===== src/rtl/l_core_pkg.sv =====
// Shared L-series core constants: default widths, reset values, rd field
// position and the commit-stage state encoding.
package l_core_pkg;

  localparam int unsigned DEF_DATA_W    = 16;
  localparam int unsigned DEF_RF_ADDR_W = 3;

  localparam int unsigned RD_LSB = 0;
  localparam int unsigned RD_MSB = 2;

  localparam logic [15:0] DEF_RESET_PC = 16'h0000;
  localparam logic [15:0] DEF_RESET_SP = 16'hFFFF;
  localparam logic [15:0] DEF_RESET_RA = 16'h0000;

  // Encodings stay fixed so legacy state dumps remain readable.
  localparam logic [1:0] ST_IDLE     = 2'd0;
  localparam logic [1:0] ST_COMMIT   = 2'd1;
  localparam logic [1:0] ST_MEM_WAIT = 2'd2;

  typedef enum logic [1:0] {
    IDLE     = ST_IDLE,
    COMMIT   = ST_COMMIT,
    MEM_WAIT = ST_MEM_WAIT
  } commit_state_t;

endpackage


===== src/rtl/l_commit_stage_if.sv =====
// Result bus from the ALU complex into the commit stage (valid/ready plus
// payload and commit strobes).
interface l_commit_stage_if #(
  parameter int unsigned DATA_W = 16
);

  logic              in_valid;
  logic              in_ready;
  logic [15:0]       instruction;
  logic [DATA_W-1:0] alu_out;
  logic [DATA_W-1:0] sp_in;
  logic [DATA_W-1:0] pc_in;
  logic [DATA_W-1:0] ra_in;
  logic [DATA_W-1:0] mem_data_in;
  logic [DATA_W-1:0] mem_addr_in;
  logic              register_write;
  logic              sp_write;
  logic              pc_write;
  logic              ra_write;
  logic              memory_write;

  modport master (
    output in_valid, instruction, alu_out, sp_in, pc_in, ra_in,
           mem_data_in, mem_addr_in, register_write, sp_write, pc_write,
           ra_write, memory_write,
    input  in_ready
  );

  modport slave (
    input  in_valid, instruction, alu_out, sp_in, pc_in, ra_in,
           mem_data_in, mem_addr_in, register_write, sp_write, pc_write,
           ra_write, memory_write,
    output in_ready
  );

endinterface


===== src/rtl/l_commit_store_port.sv =====
// Single-word store port: holds mem_req/addr/data from start until mem_ack,
// with done raised combinationally in the ack cycle.
module l_commit_store_port #(
  parameter int unsigned DATA_W = 16
) (
  input  logic              clk,
  input  logic              reset,
  input  logic              start,
  input  logic [DATA_W-1:0] store_addr,
  input  logic [DATA_W-1:0] store_data,
  input  logic              mem_ack,
  output logic              mem_req,
  output logic [DATA_W-1:0] mem_addr,
  output logic [DATA_W-1:0] mem_wdata,
  output logic              done
);

  // Ack only counts while a request is outstanding; stray acks are ignored.
  assign done = mem_req && mem_ack;

  always_ff @(posedge clk) begin
    if (reset) begin
      mem_req   <= 1'b0;
      mem_addr  <= '0;
      mem_wdata <= '0;
    end else if (start) begin
      mem_req   <= 1'b1;
      mem_addr  <= store_addr;
      mem_wdata <= store_data;
    end else if (done) begin
      mem_req   <= 1'b0;
    end
  end

endmodule


===== src/rtl/l_commit_stage.sv =====
// Writeback/commit stage for the L-series ALU complex; owns PC/SP/RA.
// Optional perf counters (retire_count, stall_count) under L_COMMIT_PERF_EN.
module l_commit_stage
  import l_core_pkg::*;
#(
  parameter int unsigned       DATA_W    = DEF_DATA_W,
  parameter int unsigned       RF_ADDR_W = DEF_RF_ADDR_W,
  parameter logic [DATA_W-1:0] RESET_PC  = DEF_RESET_PC,
  parameter logic [DATA_W-1:0] RESET_SP  = DEF_RESET_SP,
  parameter logic [DATA_W-1:0] RESET_RA  = DEF_RESET_RA
) (
  input  logic                 clk,
  input  logic                 reset,
  l_commit_stage_if.slave      res,
  output logic                 rf_we,
  output logic [RF_ADDR_W-1:0] rf_waddr,
  output logic [DATA_W-1:0]    rf_wdata,
  output logic                 mem_req,
  output logic [DATA_W-1:0]    mem_addr,
  output logic [DATA_W-1:0]    mem_wdata,
  input  logic                 mem_ack,
  output logic [DATA_W-1:0]    sp,
  output logic [DATA_W-1:0]    pc,
  output logic [DATA_W-1:0]    ra,
  output logic                 retire
`ifdef L_COMMIT_PERF_EN
  ,
  output logic [31:0]          retire_count,
  output logic [31:0]          stall_count
`endif
);

  commit_state_t        state;
  logic [RF_ADDR_W-1:0] h_rd;
  logic [DATA_W-1:0]    h_alu;
  logic [DATA_W-1:0]    h_sp;
  logic [DATA_W-1:0]    h_pc;
  logic [DATA_W-1:0]    h_ra;
  logic                 h_rw;
  logic                 h_sw;
  logic                 h_pw;
  logic                 h_raw;
  logic                 h_mw;
  logic                 capture;
  logic                 store_done;
  logic                 do_retire;

  assign res.in_ready = (state == IDLE);
  assign capture      = res.in_valid && res.in_ready;
  // Non-store instructions retire from COMMIT directly; stores wait for ack.
  assign do_retire    = (state != IDLE) && (!h_mw || store_done);

  l_commit_store_port #(
    .DATA_W (DATA_W)
  ) u_store (
    .clk        (clk),
    .reset      (reset),
    .start      (capture && res.memory_write),
    .store_addr (res.mem_addr_in),
    .store_data (res.mem_data_in),
    .mem_ack    (mem_ack),
    .mem_req    (mem_req),
    .mem_addr   (mem_addr),
    .mem_wdata  (mem_wdata),
    .done       (store_done)
  );

  always_ff @(posedge clk) begin
    if (reset) begin
      state    <= IDLE;
      rf_we    <= 1'b0;
      retire   <= 1'b0;
      rf_waddr <= '0;
      rf_wdata <= '0;
      pc       <= RESET_PC;
      sp       <= RESET_SP;
      ra       <= RESET_RA;
      h_rd     <= '0;
      h_alu    <= '0;
      h_sp     <= '0;
      h_pc     <= '0;
      h_ra     <= '0;
      h_rw     <= 1'b0;
      h_sw     <= 1'b0;
      h_pw     <= 1'b0;
      h_raw    <= 1'b0;
      h_mw     <= 1'b0;
    end else begin
      rf_we  <= 1'b0;
      retire <= 1'b0;
      case (state)
        IDLE: begin
          if (capture) begin
            h_rd  <= RF_ADDR_W'(res.instruction[RD_MSB:RD_LSB]);
            h_alu <= res.alu_out;
            h_sp  <= res.sp_in;
            h_pc  <= res.pc_in;
            h_ra  <= res.ra_in;
            h_rw  <= res.register_write;
            h_sw  <= res.sp_write;
            h_pw  <= res.pc_write;
            h_raw <= res.ra_write;
            h_mw  <= res.memory_write;
            state <= COMMIT;
          end
        end
        COMMIT:   state <= do_retire ? IDLE : MEM_WAIT;
        MEM_WAIT: if (do_retire) state <= IDLE;
        default:  state <= IDLE;
      endcase
      if (do_retire) begin
        rf_we    <= h_rw;
        rf_waddr <= h_rd;
        rf_wdata <= h_alu;
        sp       <= h_sw  ? h_sp : sp;
        ra       <= h_raw ? h_ra : ra;
        pc       <= h_pw  ? h_pc : pc + DATA_W'(1);
        retire   <= 1'b1;
      end
    end
  end

`ifdef L_COMMIT_PERF_EN
  always_ff @(posedge clk) begin
    if (reset) begin
      retire_count <= '0;
      stall_count  <= '0;
    end else begin
      if (do_retire && retire_count != '1)
        retire_count <= retire_count + 32'd1;
      if (state == MEM_WAIT && stall_count != '1)
        stall_count <= stall_count + 32'd1;
    end
  end
`endif

endmodule


===== src/flat_wrapper.sv =====
// flat-port wrapper written by rule: the top's interface ports become plain ports
module l_commit_stage_flat import l_core_pkg::*;
#(
  parameter int unsigned       DATA_W    = DEF_DATA_W,
  parameter int unsigned       RF_ADDR_W = DEF_RF_ADDR_W,
  parameter logic [DATA_W-1:0] RESET_PC  = DEF_RESET_PC,
  parameter logic [DATA_W-1:0] RESET_SP  = DEF_RESET_SP,
  parameter logic [DATA_W-1:0] RESET_RA  = DEF_RESET_RA
)
  (clk, reset, rf_we, rf_waddr, rf_wdata, mem_req, mem_addr, mem_wdata, mem_ack, sp, pc, ra, retire, res_in_valid, res_instruction, res_alu_out, res_sp_in, res_pc_in, res_ra_in, res_mem_data_in, res_mem_addr_in, res_register_write, res_sp_write, res_pc_write, res_ra_write, res_memory_write, res_in_ready);
  l_commit_stage_if #(.DATA_W(DATA_W)) res_i ();
  input  logic clk;
  input  logic reset;
  output logic rf_we;
  output logic [RF_ADDR_W-1:0] rf_waddr;
  output logic [DATA_W-1:0] rf_wdata;
  output logic mem_req;
  output logic [DATA_W-1:0] mem_addr;
  output logic [DATA_W-1:0] mem_wdata;
  input  logic mem_ack;
  output logic [DATA_W-1:0] sp;
  output logic [DATA_W-1:0] pc;
  output logic [DATA_W-1:0] ra;
  output logic retire;
  input wire logic [$bits(res_i.in_valid)-1:0] res_in_valid;
  input wire logic [$bits(res_i.instruction)-1:0] res_instruction;
  input wire logic [$bits(res_i.alu_out)-1:0] res_alu_out;
  input wire logic [$bits(res_i.sp_in)-1:0] res_sp_in;
  input wire logic [$bits(res_i.pc_in)-1:0] res_pc_in;
  input wire logic [$bits(res_i.ra_in)-1:0] res_ra_in;
  input wire logic [$bits(res_i.mem_data_in)-1:0] res_mem_data_in;
  input wire logic [$bits(res_i.mem_addr_in)-1:0] res_mem_addr_in;
  input wire logic [$bits(res_i.register_write)-1:0] res_register_write;
  input wire logic [$bits(res_i.sp_write)-1:0] res_sp_write;
  input wire logic [$bits(res_i.pc_write)-1:0] res_pc_write;
  input wire logic [$bits(res_i.ra_write)-1:0] res_ra_write;
  input wire logic [$bits(res_i.memory_write)-1:0] res_memory_write;
  output wire logic [$bits(res_i.in_ready)-1:0] res_in_ready;
  assign res_i.in_valid = res_in_valid;
  assign res_i.instruction = res_instruction;
  assign res_i.alu_out = res_alu_out;
  assign res_i.sp_in = res_sp_in;
  assign res_i.pc_in = res_pc_in;
  assign res_i.ra_in = res_ra_in;
  assign res_i.mem_data_in = res_mem_data_in;
  assign res_i.mem_addr_in = res_mem_addr_in;
  assign res_i.register_write = res_register_write;
  assign res_i.sp_write = res_sp_write;
  assign res_i.pc_write = res_pc_write;
  assign res_i.ra_write = res_ra_write;
  assign res_i.memory_write = res_memory_write;
  assign res_in_ready = res_i.in_ready;
  l_commit_stage #(.DATA_W(DATA_W), .RF_ADDR_W(RF_ADDR_W), .RESET_PC(RESET_PC), .RESET_SP(RESET_SP), .RESET_RA(RESET_RA)) u_core (.clk(clk), .reset(reset), .res(res_i), .rf_we(rf_we), .rf_waddr(rf_waddr), .rf_wdata(rf_wdata), .mem_req(mem_req), .mem_addr(mem_addr), .mem_wdata(mem_wdata), .mem_ack(mem_ack), .sp(sp), .pc(pc), .ra(ra), .retire(retire));
endmodule

===== config.mk =====
export PLATFORM = sky130hd
export DESIGN_NAME = l_commit_stage_flat
export DESIGN_NICKNAME = d
export VERILOG_FILES = /design/src/rtl/l_core_pkg.sv /design/src/rtl/l_commit_stage_if.sv /design/src/rtl/l_commit_store_port.sv /design/src/rtl/l_commit_stage.sv /design/src/flat_wrapper.sv
export SDC_FILE = /design/constraint.sdc
export NUM_CORES = 1
export LEC_CHECK = 0
export CAP_MARGIN = 10
export CORE_MARGIN = 4
export CORE_UTILIZATION = 45
export CTS_CLUSTER_SIZE = 24
export DETAILED_ROUTE_END_ITERATION = 8
export PLACE_DENSITY = 0.76
export SYNTH_ARGS = -nofsm -noshare
export SYNTH_HDL_FRONTEND = slang
export SYNTH_SLANG_ARGS = --single-unit

===== constraint.sdc =====
create_clock -name clk -period 1.98 [get_ports clk]
set_clock_uncertainty 0.15 [all_clocks]
set_input_delay 0.297 -clock clk [delete_from_list [all_inputs] [get_ports clk]]
set_output_delay 0.297 -clock clk [all_outputs]
set_load 0.01 [all_outputs]

Word level (Yosys, flattened, before mapping)
Index checks and enable logic that the tools add are counted.
{"block": "totals", "output_inout_bits": 103, "reg_bits": 176, "input_bits": 121, "word_cells": 49}
{"block": "classes", "muxes": 8, "eq_ne": 4, "bitwise_logic": 1, "n_reduce_logical": 14, "n_addsub": 1}
{"op": "$add A16 B1 Y16 const B", "count": 1}
{"op": "$mux W16", "count": 1}
{"op": "$reduce_and A2 Y1", "count": 4}
{"op": "$mux W2", "count": 3}
{"op": "$pmux W2 S3", "count": 1}
{"op": "$logic_and A1 B1 Y1", "count": 4}
{"op": "$reduce_bool A2 Y1", "count": 2}
{"op": "$mux W1", "count": 3}
{"op": "$eq A2 B1 Y1 const B", "count": 1}
{"op": "$eq A2 B2 Y1 const B", "count": 1}
{"op": "$logic_not A2 Y1", "count": 1}
{"op": "$ne A2 B1 Y1 const B", "count": 1}
{"op": "$ne A2 B2 Y1 const B", "count": 1}
{"op": "$reduce_or A2 Y1", "count": 1}
{"op": "$logic_not A1 Y1", "count": 1}
{"op": "$logic_or A1 B1 Y1", "count": 1}
{"op": "$not A1 Y1", "count": 1}

Logic depth before layout (Yosys ltp)
{"block": "depth", "depth_word": 5, "ltp_mapped": 8, "mapped_depth_nobuf": 5}

Hierarchy
From an unflattened synthesis, not the netlist that was laid out.
{"block": "unflattened", "cells_unflattened": 791, "hier_area_um2": 6585.1}
{"module": "l_commit_stage", "cells_each": 682, "area_each_um2": 5373.9, "n_inst": 1, "seq_area_each_um2": 2862.7}
{"module": "l_commit_store_port", "cells_each": 109, "area_each_um2": 1211.2, "n_inst": 1, "seq_area_each_um2": 660.6}

Worst setup path after synthesis
No wires, ideal clock.
{"block": "synth_path", "path_type": "register -> register", "start": "register u_core.pc[0]", "end": "register u_core.pc[12]", "setup_ps": 74, "period_less_slack_ps": 1888, "slack_ps": 92, "t_arrival_ps": 1664, "path_buffers": 0, "stages_incl_launch_ff": 6, "required_time_ps": 1756, "cell_sequence": "dfxtp_1 ha_1 nand4_1 or3_1 or4_1 a31oi_1"}
{"block": "synth_between", "elab_chain_len": 2}
{"item": "from (decl)", "line": "l_commit_stage.sv:23", "rtl": "output logic [DATA_W-1:0] pc,"}
{"item": "from (signal assigned)", "line": "l_commit_stage.sv:117", "rtl": "pc <= h_pw ? h_pc : pc + DATA_W'(1);"}
{"item": "$add A16 B1 Y16", "line": "l_commit_stage.sv:117"}
{"item": "$mux W16", "line": "l_commit_stage.sv:117"}
No other way between the ends.
A chain may end at the register's enable or synchronous reset.

Worst setup path after layout
{"block": "layout_path", "start": "register u_core.pc[9]", "end": "output port pc[9]"}
{"item": "to (decl)", "line": "flat_wrapper.sv:22", "rtl": "output logic [DATA_W-1:0] pc;"}
No word-level cell between the ends.

==> metrics <==
status=completed; main combinational cell family by area after synthesis=simple AND/OR/NAND/NOR gates; Placer Congestion=0.829; Fin. Hold Viols=0; Max Slew Vio Count=0; Routed WL=approximately 18000 um; PwrDens=812 nW/um^2; crit end category=output port; post-synth top area cell=dfxtp_1; kind of critical path=reg2out; Die Height=128 um; Area Growth Syn to Fin=45.7%; Clock Sinks=176; post-synthesis adder-cell area fraction=0.192%; Synth Register Bits=176; vias in the first global route=6076; Worst-path clk slew=roughly 0.070 ns; root buffer cell=clkbuf_16; die area=16500 um^2; sequential element share of the synthesized area=54.0%; Hold Crit Class=in2reg; First-pass DRT Iterations=5; DP Area=8960 um^2; IO Pins=224; Worst Setup Start Kind=register; measured slew at the worst slew-check pin=0.610 ns; setup violators final=0; Post-Syn Instances=around 820; H-tree Lvls=4; cell at the slowest stage of the critical path=clkdlybuf4s50_1; Yosys warnings=0; top_reg_cell synth=dfxtp_1; crit path DAT=1.48 ns; CP Buf/Inv Count=1; Async S/R FF share, synth=0%; TritonCTS clock tree=yes; Buffers on Ports=210; Antenna diodes=0; RSZ-0062 raised after global routing=no; die width=128 um; Cell Chain, Critical Path=clkdlybuf4s50_1; Synth Area in Compound Gates=14.6%; delay of the slowest cell on the worst path=approximately 0.60 ns; Post-Synth Simple-Gate Area=26.0%; cell area after synthesis=6530 um^2; Synth top area share=between 50% and 60%; 1st-iter DRT viols=407; hold buffers post-CTS=0; row count=43; mux cell area share after synthesis=0.939%; Layout Cells excl Fill=between 1000 and 1500; max frequency=520 MHz; initial core utilization=about 46%; LEAKAGE=3.53 nW; post-synthesis net count=944; post-route setup TNS=0 ns; CTS Buf Count=17; Max Cap Viol=0; Detailed Place HPWL=12700 um; Post-DRT Antenna Nets=0; synth unique cells=41; DR DRC count=0; setup ws final=0.0562 ns; mean number of vias per cell=~5.1; EDFF count, synth=0; Mapped Avg Cell Area=a little under 8 um^2; worst vdd ir=603 uV; final global-route overflow total=0; Routed WL per cell=between 15 and 20 um; antenna violations before repair=0; Setup Fix Bufs, Post-CTS=0; crit-path max FO=8; DP Cell Count=between 1000 and 1500; Max Buffers Root-to-Sink=2; Final period util=97.2%; CP required=1.53 ns; design area=9510 um^2; fill cell count=~1200; count leader, synth=nand2_1; commonest cells in the netlist=314 x nand2_1, 176 x dfxtp_1, 149 x a21oi_1; share of layout cells above drive strength 1=7.52%; dpl ws=-0.328 ns; synth top area cells=dfxtp_1 54%, nand2_1 18%, a21oi_1 11%; clock latency on the worst-skew pair=about 0.42 ns; CP top delay family=buffers and inverters; post-synthesis xor/xnor area fraction=0.134%; Total GRT Usage=22.3%; min Tclk post-route=1.92 ns; Slew headroom=between 50% and 60%; Core ar.=14000 um^2; via count=6248; Design Power=0.00772 W; nets=1149; first-pass GRT wire length=29600 um; largest net degree at the start of global routing=56
power breakdown:
part,switching (W),total [W],internal (W)
logic,0.000412,0.000875,0.000463
registers,0.0000817,0.00377,0.00369
clock network,0.00129,0.00307,0.00178
through the flow:
step	hold slack, ns	util [%]
after floorplan	0.280	-
after global placement	0.286	63.8
after detailed placement	0.292	63.8
after CTS	0.138	67.6
after global routing	0.169	67.7
final	0.145	67.7
final timing paths:
path | start | to | slack (ns) | cells after the start
setup / recovery | u_core.pc[9] | pc[9] | 0.06 | 1
hold / removal | reset | u_core.h_pc[5] | 0.15 | 2
setup reg to reg | u_core.h_mw | u_core.pc[10] | 0.17 | 5
hold reg to reg | u_core.rf_wdata[13] | u_core.rf_wdata[13] | 0.30 | 2
repair_timing:
item                       CTS  global route
setup endpoints to repair    4            14
gates resized for setup      4             5
pin swaps                    0             3
routing by layer:
layer	GRT usage, %	part of all wire [%]	up-vias
li1	-	-	3138
met1	26.9	41	2896
met2	36.1	47	195
met3	9.30	11	19
met4	7.43	1.3	0
met5	0	0	-
flip-flops by register name, summed over array words and instances, names as in the netlist:
name / cells
u_core.u_store.mem_req: 1
u_core.h_ra: 16
u_core.rf_we: 1
u_core.h_alu: 16
u_core.ra: 16
u_core.h_mw: 1
u_core.rf_waddr: 3
u_core.h_pw: 1
u_core.rf_wdata: 16
u_core.h_sp: 16
u_core.u_store.mem_wdata: 16
u_core.h_sw: 1
u_core.h_pc: 16
u_core.state: 2
u_core.h_rd: 3
u_core.sp: 16
u_core.h_raw: 1
u_core.retire: 1
u_core.pc: 16
u_core.h_rw: 1
u_core.u_store.mem_addr: 16
final cells by class:
class,instances,area [um^2],area share (%)
Timing Repair Buffer,248,2460,25.9
Sequential cell,176,3530,37.1
Clock inverter,5,57.6,0.605
Clock buffer,24,472,4.96
Multi-Input combinational cell,580,2750,28.9
Tap cell,180,225,2.37
Inverter,4,15.0,0.158
placed cells by master, fill, tap and decap left out, drive strengths merged, types with 2 or more instances in the layout:
cell	netlist	layout
nand2	315	315
clkdlybuf4s50	0	207
dfxtp	176	176
a21oi	149	149
buf	21	39
clkbuf	41	24
nand3b	17	17
nand3	13	13
a22oi	11	11
nor4	9	9
a31oi	6	6
nand4	6	6
nor2	6	6
mux2i	5	5
and4	5	5
and3	4	4
inv	3	4
clkinv	1	4
and2	3	3
nor2b	3	3
or4	3	3
nor3	3	3
o22ai	3	3
o21ai	2	2
o211ai	2	2
or2	2	2
or3	2	2
kinds of logic (layout without fill, tap and decap cells):
kind of cell | count (synthesis) | after routing
flops | 176 | 176
buf+inv | 66 | 281
xor+xnor | 1 | 1
fa+ha+maj | 1 | 1
mux | 6 | 6
compound gates | 178 | 178
simple gates | 394 | 394
Power figures use the tool's default switching activity.
